File: config.mk
export PLATFORM = sky130hd
export DESIGN_NAME = rr_burst_arbiter_flat
export DESIGN_NICKNAME = d
export VERILOG_FILES = /design/src/rtl/rr_burst_arbiter_pkg.sv /design/src/rtl/rr_burst_arbiter_if.sv /design/src/rtl/rr_burst_arbiter_pick.sv /design/src/rtl/rr_burst_arbiter.sv /design/src/flat_wrapper.sv
export SDC_FILE = /design/constraint.sdc
export NUM_CORES = 1
export LEC_CHECK = 0
export CAP_MARGIN = 10
export CORE_ASPECT_RATIO = 1.4
export CORE_UTILIZATION = 40
export DETAILED_ROUTE_END_ITERATION = 8
export GPL_TIMING_DRIVEN = 0
export PLACE_DENSITY = 0.77
export SYNTH_ARGS = -nofsm -noshare
export SYNTH_HDL_FRONTEND = slang
export SYNTH_SLANG_ARGS = --single-unit
File: constraint.sdc
create_clock -name clk -period 2.7 [get_ports clk]
set_clock_uncertainty 0.2 [all_clocks]
set_input_delay 0.54 -clock clk [delete_from_list [all_inputs] [get_ports clk]]
set_output_delay 0.54 -clock clk [all_outputs]
set_load 0.03 [all_outputs]
File: src/rtl/rr_burst_arbiter_pkg.sv
// Shared types and helpers for the burst arbiter: arbitration mode, FSM state,
// beat-counter width and a one-hot to binary index converter.
package arb_pkg;

  typedef enum logic {ARB_FIXED, ARB_RR} arb_mode_e;
  typedef enum logic {ARB_IDLE, ARB_BUSY} arb_state_e;

  // Wide enough for MAX_BURST up to 255.
  localparam int CNT_W = 8;

  // OR-reduction of set positions; exact for one-hot or all-zero inputs.
  function automatic int unsigned onehot_to_idx(input logic [31:0] oh);
    int unsigned idx;
    idx = 0;
    for (int unsigned i = 0; i < 32; i++) begin
      if (oh[i]) idx = idx | i;
    end
    return idx;
  endfunction

endpackage

File: src/rtl/rr_burst_arbiter_if.sv
// Requester/arbiter bundle. master = requester side, slave = arbiter side.
interface rr_burst_arbiter_if #(
  parameter int NUM_PORTS = 8
);
  localparam int IDX_W = $clog2(NUM_PORTS);

  // Handshake: a beat transfers on any cycle where grant_valid, the granted
  // port's request and ready are all high; last is only sampled on such a beat.
  logic [NUM_PORTS-1:0] requests;
  logic [NUM_PORTS-1:0] last;
  logic                 ready;
  logic [NUM_PORTS-1:0] grants;
  logic                 grant_valid;
  logic [IDX_W-1:0]     grant_idx;
  logic                 beat;

  modport master (
    output requests, last, ready,
    input  grants, grant_valid, grant_idx, beat
  );

  modport slave (
    input  requests, last, ready,
    output grants, grant_valid, grant_idx, beat
  );
endinterface

File: src/rtl/rr_burst_arbiter_pick.sv
// Combinational rotating priority pick: first request at or above pointer,
// wrapping to 0, via a double-width masked lowest-set-bit isolate.
module arb_priority_pick #(
  parameter int NUM_PORTS = 8
) (
  input  logic [NUM_PORTS-1:0]         requests,
  input  logic [$clog2(NUM_PORTS)-1:0] pointer,
  output logic [NUM_PORTS-1:0]         winner
);
  logic [NUM_PORTS-1:0]   mask;
  logic [2*NUM_PORTS-1:0] dbl;
  logic [2*NUM_PORTS-1:0] iso;

  always_comb begin
    mask   = '1 << pointer;
    // Lower half sees only ports at/above pointer; upper half supplies the wrap.
    dbl    = {requests, requests & mask};
    iso    = dbl & (-dbl);
    winner = iso[NUM_PORTS-1:0] | iso[2*NUM_PORTS-1:NUM_PORTS];
  end
endmodule

File: src/rtl/rr_burst_arbiter.sv
// Registered N-port burst arbiter: holds a grant until last, a forced release
// at MAX_BURST beats, or request withdrawal, then re-arbitrates with no bubble.
module rr_burst_arbiter
  import arb_pkg::*;
#(
  parameter int        NUM_PORTS = 8,
  parameter arb_mode_e MODE      = ARB_RR,
  parameter int        MAX_BURST = 16
) (
  input  logic             clk,
  input  logic             rst_n,
  rr_burst_arbiter_if.slave bus,
  output arb_state_e       state_dbg,
  output logic [CNT_W-1:0] beat_cnt_dbg
);
  localparam int               IDX_W     = $clog2(NUM_PORTS);
  localparam logic [CNT_W-1:0] LAST_BEAT = CNT_W'(MAX_BURST - 1);

  arb_state_e           state_q, state_d;
  logic [NUM_PORTS-1:0] grants_q, grants_d, winner;
  logic [IDX_W-1:0]     ptr_q, ptr_d, pick_ptr, gidx, widx;
  logic [CNT_W-1:0]     cnt_q, cnt_d;
  logic                 beat, rearb;

  assign gidx     = IDX_W'(onehot_to_idx(32'(grants_q)));
  assign widx     = IDX_W'(onehot_to_idx(32'(winner)));
  assign pick_ptr = (MODE == ARB_FIXED) ? '0 : ptr_q;
  assign beat     = (|grants_q) & bus.requests[gidx] & bus.ready;

  arb_priority_pick #(.NUM_PORTS(NUM_PORTS)) u_pick (
    .requests (bus.requests),
    .pointer  (pick_ptr),
    .winner   (winner)
  );

  always_comb begin
    state_d  = state_q;
    grants_d = grants_q;
    ptr_d    = ptr_q;
    cnt_d    = cnt_q;
    rearb    = 1'b0;
    case (state_q)
      ARB_IDLE: rearb = 1'b1;
      ARB_BUSY: begin
        if (!bus.requests[gidx]) rearb = 1'b1;
        else if (beat && (bus.last[gidx] || cnt_q == LAST_BEAT)) rearb = 1'b1;
        else if (beat) cnt_d = cnt_q + 1'b1;
      end
      default: rearb = 1'b1;
    endcase
    // Pointer already sits past the releasing port, so it is picked last.
    if (rearb) begin
      cnt_d    = '0;
      grants_d = winner;
      state_d  = (|winner) ? ARB_BUSY : ARB_IDLE;
      if (MODE == ARB_RR && (|winner))
        ptr_d = (widx == IDX_W'(NUM_PORTS - 1)) ? '0 : widx + 1'b1;
    end
  end

  always_ff @(posedge clk or negedge rst_n) begin
    if (!rst_n) begin
      state_q  <= ARB_IDLE;
      grants_q <= '0;
      ptr_q    <= '0;
      cnt_q    <= '0;
    end else begin
      state_q  <= state_d;
      grants_q <= grants_d;
      ptr_q    <= ptr_d;
      cnt_q    <= cnt_d;
    end
  end

  assign bus.grants      = grants_q;
  assign bus.grant_valid = |grants_q;
  assign bus.grant_idx   = gidx;
  assign bus.beat        = beat;
  assign state_dbg       = state_q;
  assign beat_cnt_dbg    = cnt_q;
endmodule
File: src/flat_wrapper.sv
// flat-port wrapper written by rule: the top's interface ports become plain ports
module rr_burst_arbiter_flat import arb_pkg::*;
#(
  parameter int        NUM_PORTS = 8,
  parameter arb_mode_e MODE      = ARB_RR,
  parameter int        MAX_BURST = 16
)
  (clk, rst_n, state_dbg, beat_cnt_dbg, bus_requests, bus_last, bus_ready, bus_grants, bus_grant_valid, bus_grant_idx, bus_beat);
  rr_burst_arbiter_if #(.NUM_PORTS(NUM_PORTS)) bus_i ();
  input  logic clk;
  input  logic rst_n;
  output arb_state_e state_dbg;
  output logic [CNT_W-1:0] beat_cnt_dbg;
  input wire logic [$bits(bus_i.requests)-1:0] bus_requests;
  input wire logic [$bits(bus_i.last)-1:0] bus_last;
  input wire logic [$bits(bus_i.ready)-1:0] bus_ready;
  output wire logic [$bits(bus_i.grants)-1:0] bus_grants;
  output wire logic [$bits(bus_i.grant_valid)-1:0] bus_grant_valid;
  output wire logic [$bits(bus_i.grant_idx)-1:0] bus_grant_idx;
  output wire logic [$bits(bus_i.beat)-1:0] bus_beat;
  assign bus_i.requests = bus_requests;
  assign bus_i.last = bus_last;
  assign bus_i.ready = bus_ready;
  assign bus_grants = bus_i.grants;
  assign bus_grant_valid = bus_i.grant_valid;
  assign bus_grant_idx = bus_i.grant_idx;
  assign bus_beat = bus_i.beat;
  rr_burst_arbiter #(.NUM_PORTS(NUM_PORTS), .MODE(MODE), .MAX_BURST(MAX_BURST)) u_core (.clk(clk), .rst_n(rst_n), .bus(bus_i), .state_dbg(state_dbg), .beat_cnt_dbg(beat_cnt_dbg));
endmodule
==> results of run 1 <==
[layer usage]
layer  track usage  wire length, microns  vias up
met4        0.0702                   128        0
met3        0.0271                   195       12
met2         0.464                  2550       56
met1         0.262                  1670      736
li1              -                     -      694
met5             0                     0        -
[cell type report]
cell class	instances	area, sq um	share of cell area
Multi-Input combinational cell	121	1000	0.451
Timing Repair Buffer	57	563	0.253
Sequential cell	20	504	0.226
Clock buffer	4	55.1	0.0247
Tap cell	40	50.0	0.0225
Inverter	7	26.3	0.0118
Buffer	3	25.0	0.0112
[cell families (layout without fill, tap and decap cells)]
group,Yosys count,after routing,share of synthesized area
compound gates,31,31,0.168
xor+xnor,6,6,0.0363
fa+ha+maj,3,3,0.0260
buf+inv,10,71,0.0329
flops,20,20,0.346
mux,15,15,0.128
simple gates,66,66,0.263
[worst max-delay path: stages (launching register included)]
cell and delay (ns):
dfrtp_2 0.48, nor4_4 0.37, inv_2 0.14, mux4_2 0.37, nor2_1 0.06, a2111oi_2 0.25
nand4b_4 0.24, a21boi_4 0.25, mux2_4 0.31
[cell usage in the layout (no fill, tap or decap), types with 4 or more instances in the layout]
cell,synthesis,final
a21oi_1,8,4
a21oi_2,0,4
buf_4,0,14
clkbuf_8,0,4
clkdlybuf4s50_1,0,30
dfrtp_1,20,17
dlygate4sd2_1,0,5
inv_1,6,6
mux2_2,7,7
mux2i_1,5,5
nand2_1,13,12
nand3_1,7,5
nand4_1,5,5
nor2_1,16,16
xor2_1,5,5
[power breakdown]
| part | switching [mW] | internal [mW] |
|---|---|---|
| sequential | 0.129 | 0.398 |
| clock | 0.0993 | 0.130 |
| combinational | 1.53 | 1.55 |
| total | 1.76 | 2.08 |
[Yosys cell counts, types with 3 or more instances]
library cell  count  share of area
a211o_1           3          0.018
nand4_1           5          0.022
ha_1              3          0.026
nor4_1            4          0.017
nand2_1          13          0.034
o21ai_0           5          0.017
a21oi_1           8          0.028
nor3_1            3          0.010
inv_1             6          0.016
mux2_2            7          0.055
dfrtp_1          20           0.35
nand3_1           7          0.024
or3_1             4          0.017
mux2i_1           5          0.035
nor2_1           16          0.042
xor2_1            5          0.030
nor2b_1           3          0.013
[worst max-delay path by stage]
stage	from	endpoint	slack, ns	depth (start not counted)
after global routing	u_core.bus.grants[7]	u_core.pick_ptr[2]	-0.21	9
after floorplan	u_core.bus.grants[3]	u_core.pick_ptr[1]	-0.07	7
after CTS	u_core.bus.grants[7]	u_core.pick_ptr[2]	0.00005	8
final	u_core.bus.grants[6]	u_core.pick_ptr[1]	-0.08	8
after detailed placement	bus_requests[0]	u_core.pick_ptr[2]	-1.06	10
after global placement	bus_requests[0]	u_core.pick_ptr[2]	-0.94	10
[stage by stage]
| stage | hold WS, ns | area (sq um) | power, mW | utilization | cells |
|---|---|---|---|---|---|
| 4_1_cts | 0.346 | 2100 | 3.39 | 0.617 | 244 |
| 3_3_place_gp | 0.332 | 1920 | 2.80 | 0.562 | 231 |
| 2_1_floorplan | 0.0444 | 1470 | 2.19 | - | 151 |
| 6_report | 0.348 | 2230 | 3.84 | 0.653 | 252 |
| 5_1_grt | 0.374 | 2230 | 4.04 | 0.653 | 252 |
| 3_5_place_dp | 0.326 | 1920 | 2.84 | 0.562 | 231 |
[sequential cells by signal, indices dropped and copies added, names as in the netlist]
name	cells
u_core.beat_cnt_dbg	8
u_core.bus.grants	8
u_core.pick_ptr	3
u_core.state_dbg	1
[repair_timing]
action / 4_1_cts / 5_1_grt
endpoints found under the hold margin: 0 / 0
gates resized for setup: 29 / 16
hold buffers: 0 / 0
gates cloned: 0 / 1
setup buffers: 9 / 7
pin swaps: 5 / 5
endpoints found under the setup margin: 22 / 20
==> impl_metrics.py, run 1 <==
metrics = {
    "floorplan": {
        "design.die.area_sq_um": 3860,
        "io_pins": 41,
        "core_sq_um": 3410,
        "rows": 25,
        "fp.dieH_microns": 73.2,
        "initial_core_util": 0.424,
        "die_x_microns": 52.8,
    },
    "final_layout": {
        "drive_above_1_share": 0.321,
        "syn_to_final_growth_pct": 54.0,
        "n_antenna_cell": 0,
        "nets": 235,
        "n_fill_cell": 273,
    },
    "power": {
        "p_leak_nw": 0.990,
        "p_per_area_nw_per_um2": 1720,
        "peakVddDrop_v": 0.00153,
    },
    "timing": {
        "setup_viol": 4,
        "post-route-min-period_ns": 2.78,
        "setup_tns_ns": -0.227,
        "tightest_slew_ns": 0.927,
        "rsz0062_at_grt": "true",
        "fmax_mhz": 359,
        "fin_crit_sh": 1.03,
        "maxSlewViolCount": 0,
        "hold_viol_final": 0,
        "max_slew_margin": 0.380,
        "finalWorstSetupSlack_ns": -0.0845,
    },
    "placement": {
        "port_buffers": 40,
        "dp_worst_setup_slack_ns": -1.06,
        "place_hpwl_microns": 3110,
        "gp_congestion": 0.843,
    },
    "drt": {
        "antenna_left": 0,
        "initialDrtViolationCount": 44,
        "drc": 0,
        "num_vias": 1498,
        "finalWirelength_microns": 4550,
        "viasPerCell": 5.94,
        "wl_per_cell_microns": 18.0,
        "first_pass_iters": 4,
    },
    "synthesis": {
        "syn_nets": 173,
        "yosys_warnings": 0,
        "avgSynthCellArea_sq_um": 9.58,
        "syn_inst": 151,
        "synth_edf_count": 0,
        "ys_async_sr_fraction": 1.00,
        "synth_cell_types": 44,
        "synth-seq-cells": 20,
        "synthFlopType": "dfrtp_1",
        "synth-seq-area-share": 0.346,
        "syn-cell-area_sq_um": 1450,
    },
    "hold_path": {
        "worstHoldStart": "u_core.bus.grants[0]",
        "hold_class": "flip-flop to flip-flop",
        "min_to": "u_core.bus.grants[0]",
        "whs_path_depth": 1,
    },
    "cts": {
        "worstSkewPairLatency_ns": 0.26,
        "cts_root_buf": "clkbuf_8",
        "numCtsBuffers": 3,
        "htree_levels": 1,
        "path_clk_slew_ns": 0.08,
        "clock_sinks": 20,
        "cts_tree": "built",
        "clockBufferDepth": 2,
    },
    "outcome": {
        "status": "complete, but fails checks",
        "violations": "setup timing",
    },
    "setup_path": {
        "end_kind": "flip-flop",
        "cp.required_ns": 2.65,
        "arrival_ns": 2.73,
        "worstPathMaxFanout": 7,
        "reg2regPathDepth": 8,
        "regToRegSetupSlack_ns": -0.08,
        "path_class": "flip-flop to flip-flop",
        "startpoint_type": "flip-flop",
        "rr_startpoint": "u_core.bus.grants[6]",
        "reg2reg_to": "u_core.pick_ptr[1]",
    },
    "global_route": {
        "grt_pass1_vias": 1486,
        "grt_overflow": 0,
        "grt_max_degree": 21,
        "antenna_found_initial": 0,
        "grt_pass1_wl_microns": 6890,
        "grt_use_total": 0.240,
    },
    "run": {
        "cap_violations": 0,
    },
}
No activity file was read; power rests on OpenSTA's default activity.
==> run 2, diff against run 1 <==
CELL_PAD_IN_SITES_DETAIL_PLACEMENT = 0   (was unset)
CELL_PAD_IN_SITES_GLOBAL_PLACEMENT = 1   (was unset)
CORE_UTILIZATION = 32   (was 40)
GPL_ROUTABILITY_DRIVEN = 1   (was unset)
PLACE_DENSITY = 0.8   (was 0.77)
==> impl_metrics.py, run 2 (synthesis results as in run 1) <==
metrics = {
    "setup_path": {
        "path_class": "flip-flop to output pin",
        "slowest_delay_ns": 0.46,
        "crit_family": "compound AO/OA/AOI/OAI gates",
        "end_kind": "output pin",
        "cp.required_ns": 1.96,
        "cp_slowest_cell": "dfrtp_2",
        "worstPathMaxFanout": 7,
        "arrival_ns": 1.99,
        "path_buf_inv": 2,
        "startpoint_type": "flip-flop",
        "cp.depth": 6,
        "worstPathCellList": "nor4_4 -> buf_4 -> mux2i_1 -> a211o_1 -> a21oi_4 -> buf_6",
        "reg2regPathDepth": 8,
    },
    "floorplan": {
        "design.die.area_sq_um": 4800,
        "initial_core_util": 0.338,
        "die_x_microns": 58.8,
        "fp.dieH_microns": 81.6,
        "rows": 28,
        "core_sq_um": 4270,
        "io_pins": 41,
    },
    "outcome": {
        "status": "complete, but fails checks",
        "violations": "setup timing",
    },
    "final_layout": {
        "final_common_cell": "clkdlybuf4s50_1",
        "layout_common_cells": "clkdlybuf4s50_1, buf_4, dfrtp_1, nor2_1, nand2_1",
        "nets": 237,
        "drive_above_1_share": 0.308,
        "n_antenna_cell": 0,
        "syn_to_final_growth_pct": 55.0,
        "n_fill_cell": 414,
    },
    "power": {
        "peakVddDrop_v": 0.000476,
        "p_per_area_nw_per_um2": 1660,
        "p_leak_nw": 0.980,
        "finalPower_mw": 3.71,
    },
    "placement": {
        "port_buffers": 40,
        "place_hpwl_microns": 3160,
        "gp_congestion": 0.840,
    },
    "drt": {
        "wl_per_cell_microns": 15.9,
        "num_vias": 1474,
        "finalWirelength_microns": 4340,
        "antenna_left": 0,
        "drc": 0,
        "viasPerCell": 5.38,
        "first_pass_iters": 4,
        "initialDrtViolationCount": 65,
    },
    "hold_path": {
        "hold_class": "flip-flop to flip-flop",
        "whs_path_depth": 1,
    },
    "timing": {
        "tightest_slew_ns": 0.866,
        "setup_viol": 1,
        "fmax_mhz": 366,
        "hold_viol_final": 0,
        "post-route-min-period_ns": 2.73,
        "max_slew_margin": 0.421,
        "fin_crit_sh": 1.01,
        "setup_tns_ns": -0.0296,
        "maxSlewViolCount": 0,
        "rsz0062_at_grt": "true",
        "finalWorstSetupSlack_ns": -0.0296,
    },
    "cts": {
        "numCtsBuffers": 3,
        "cts_root_buf": "clkbuf_8",
        "clock_sinks": 20,
        "clockBufferDepth": 2,
        "worstSkewPairLatency_ns": 0.25,
        "cts_tree": "built",
        "hold_buffers": 0,
        "htree_levels": 1,
        "path_clk_slew_ns": 0.07,
    },
    "global_route": {
        "antenna_found_initial": 0,
        "grt_use_total": 0.189,
        "grt_pass1_wl_microns": 6890,
        "grt_overflow": 0,
        "grt_max_degree": 21,
        "grt_pass1_vias": 1434,
    },
    "run": {
        "cap_violations": 0,
    },
}
## run 2: cell types whose count changed in the layout (fill, tap and decap cells not counted), sizes merged
cell           delta
buf               +2
clkbuf            -1
clkdlybuf4s15     -1
dlygate4sd2       +1
dlymetal6s2s      +1
## run 2: through the flow
stage	cell area [sq um]	hold WS, ns	std cells	util	setup WS [ns]
after detailed placement	1940	0.374	251	0.454	-1.00
after CTS	2150	0.388	266	0.503	-0.0152
after global routing	2240	0.410	274	0.525	-0.121
after floorplan	1470	0.0444	151	-	-0.0720
after global placement	1940	0.353	251	0.454	-0.935
final	2240	0.387	274	0.525	-0.0296
## run 2: where the power goes
part | switching (mW) | internal [mW]
Combinational | 1.48 | 1.50
Clock | 0.0953 | 0.105
Sequential | 0.142 | 0.398
Total | 1.71 | 2.00
## run 2: layer usage
metal  share of wire  vias up  GRT usage  wire, microns
li1                -      699          -              -
met1            0.41      726      0.221           1770
met2            0.55       43      0.355           2390
met3           0.029        6     0.0189            128
met4           0.013        0     0.0548             58
met5               0        -          0              0
## run 2: path summary, 6_finish.rpt
check,start,to,slack [ns]
max reg2reg,u_core.bus.grants[6],u_core.pick_ptr[1],0.04
max in group asynchronous,rst_n,u_core.bus.grants[6],1.14
min,u_core.bus.grants[0],u_core.bus.grants[0],0.39
max,u_core.bus.grants[3],bus_beat,-0.03
min reg2reg,u_core.bus.grants[0],u_core.bus.grants[0],0.39
min in group asynchronous,rst_n,u_core.beat_cnt_dbg[5],0.58
## run 2: layout make-up
cell class | instances | area, sq um | share of cell area
multi-input cells | 121 | 1020 | 0.454
repair buffers | 59 | 552 | 0.246
flip-flops and latches | 20 | 504 | 0.225
well taps | 60 | 75.1 | 0.0335
clock buffers | 4 | 45.0 | 0.0201
inverters | 7 | 26.3 | 0.0117
plain buffers | 3 | 21.3 | 0.00949
## run 2: timing repair
item	in CTS	in global routing
setup endpoints to repair	16	14
pin swaps	7	5
buffers inserted	11	8
gates resized for setup	36	7
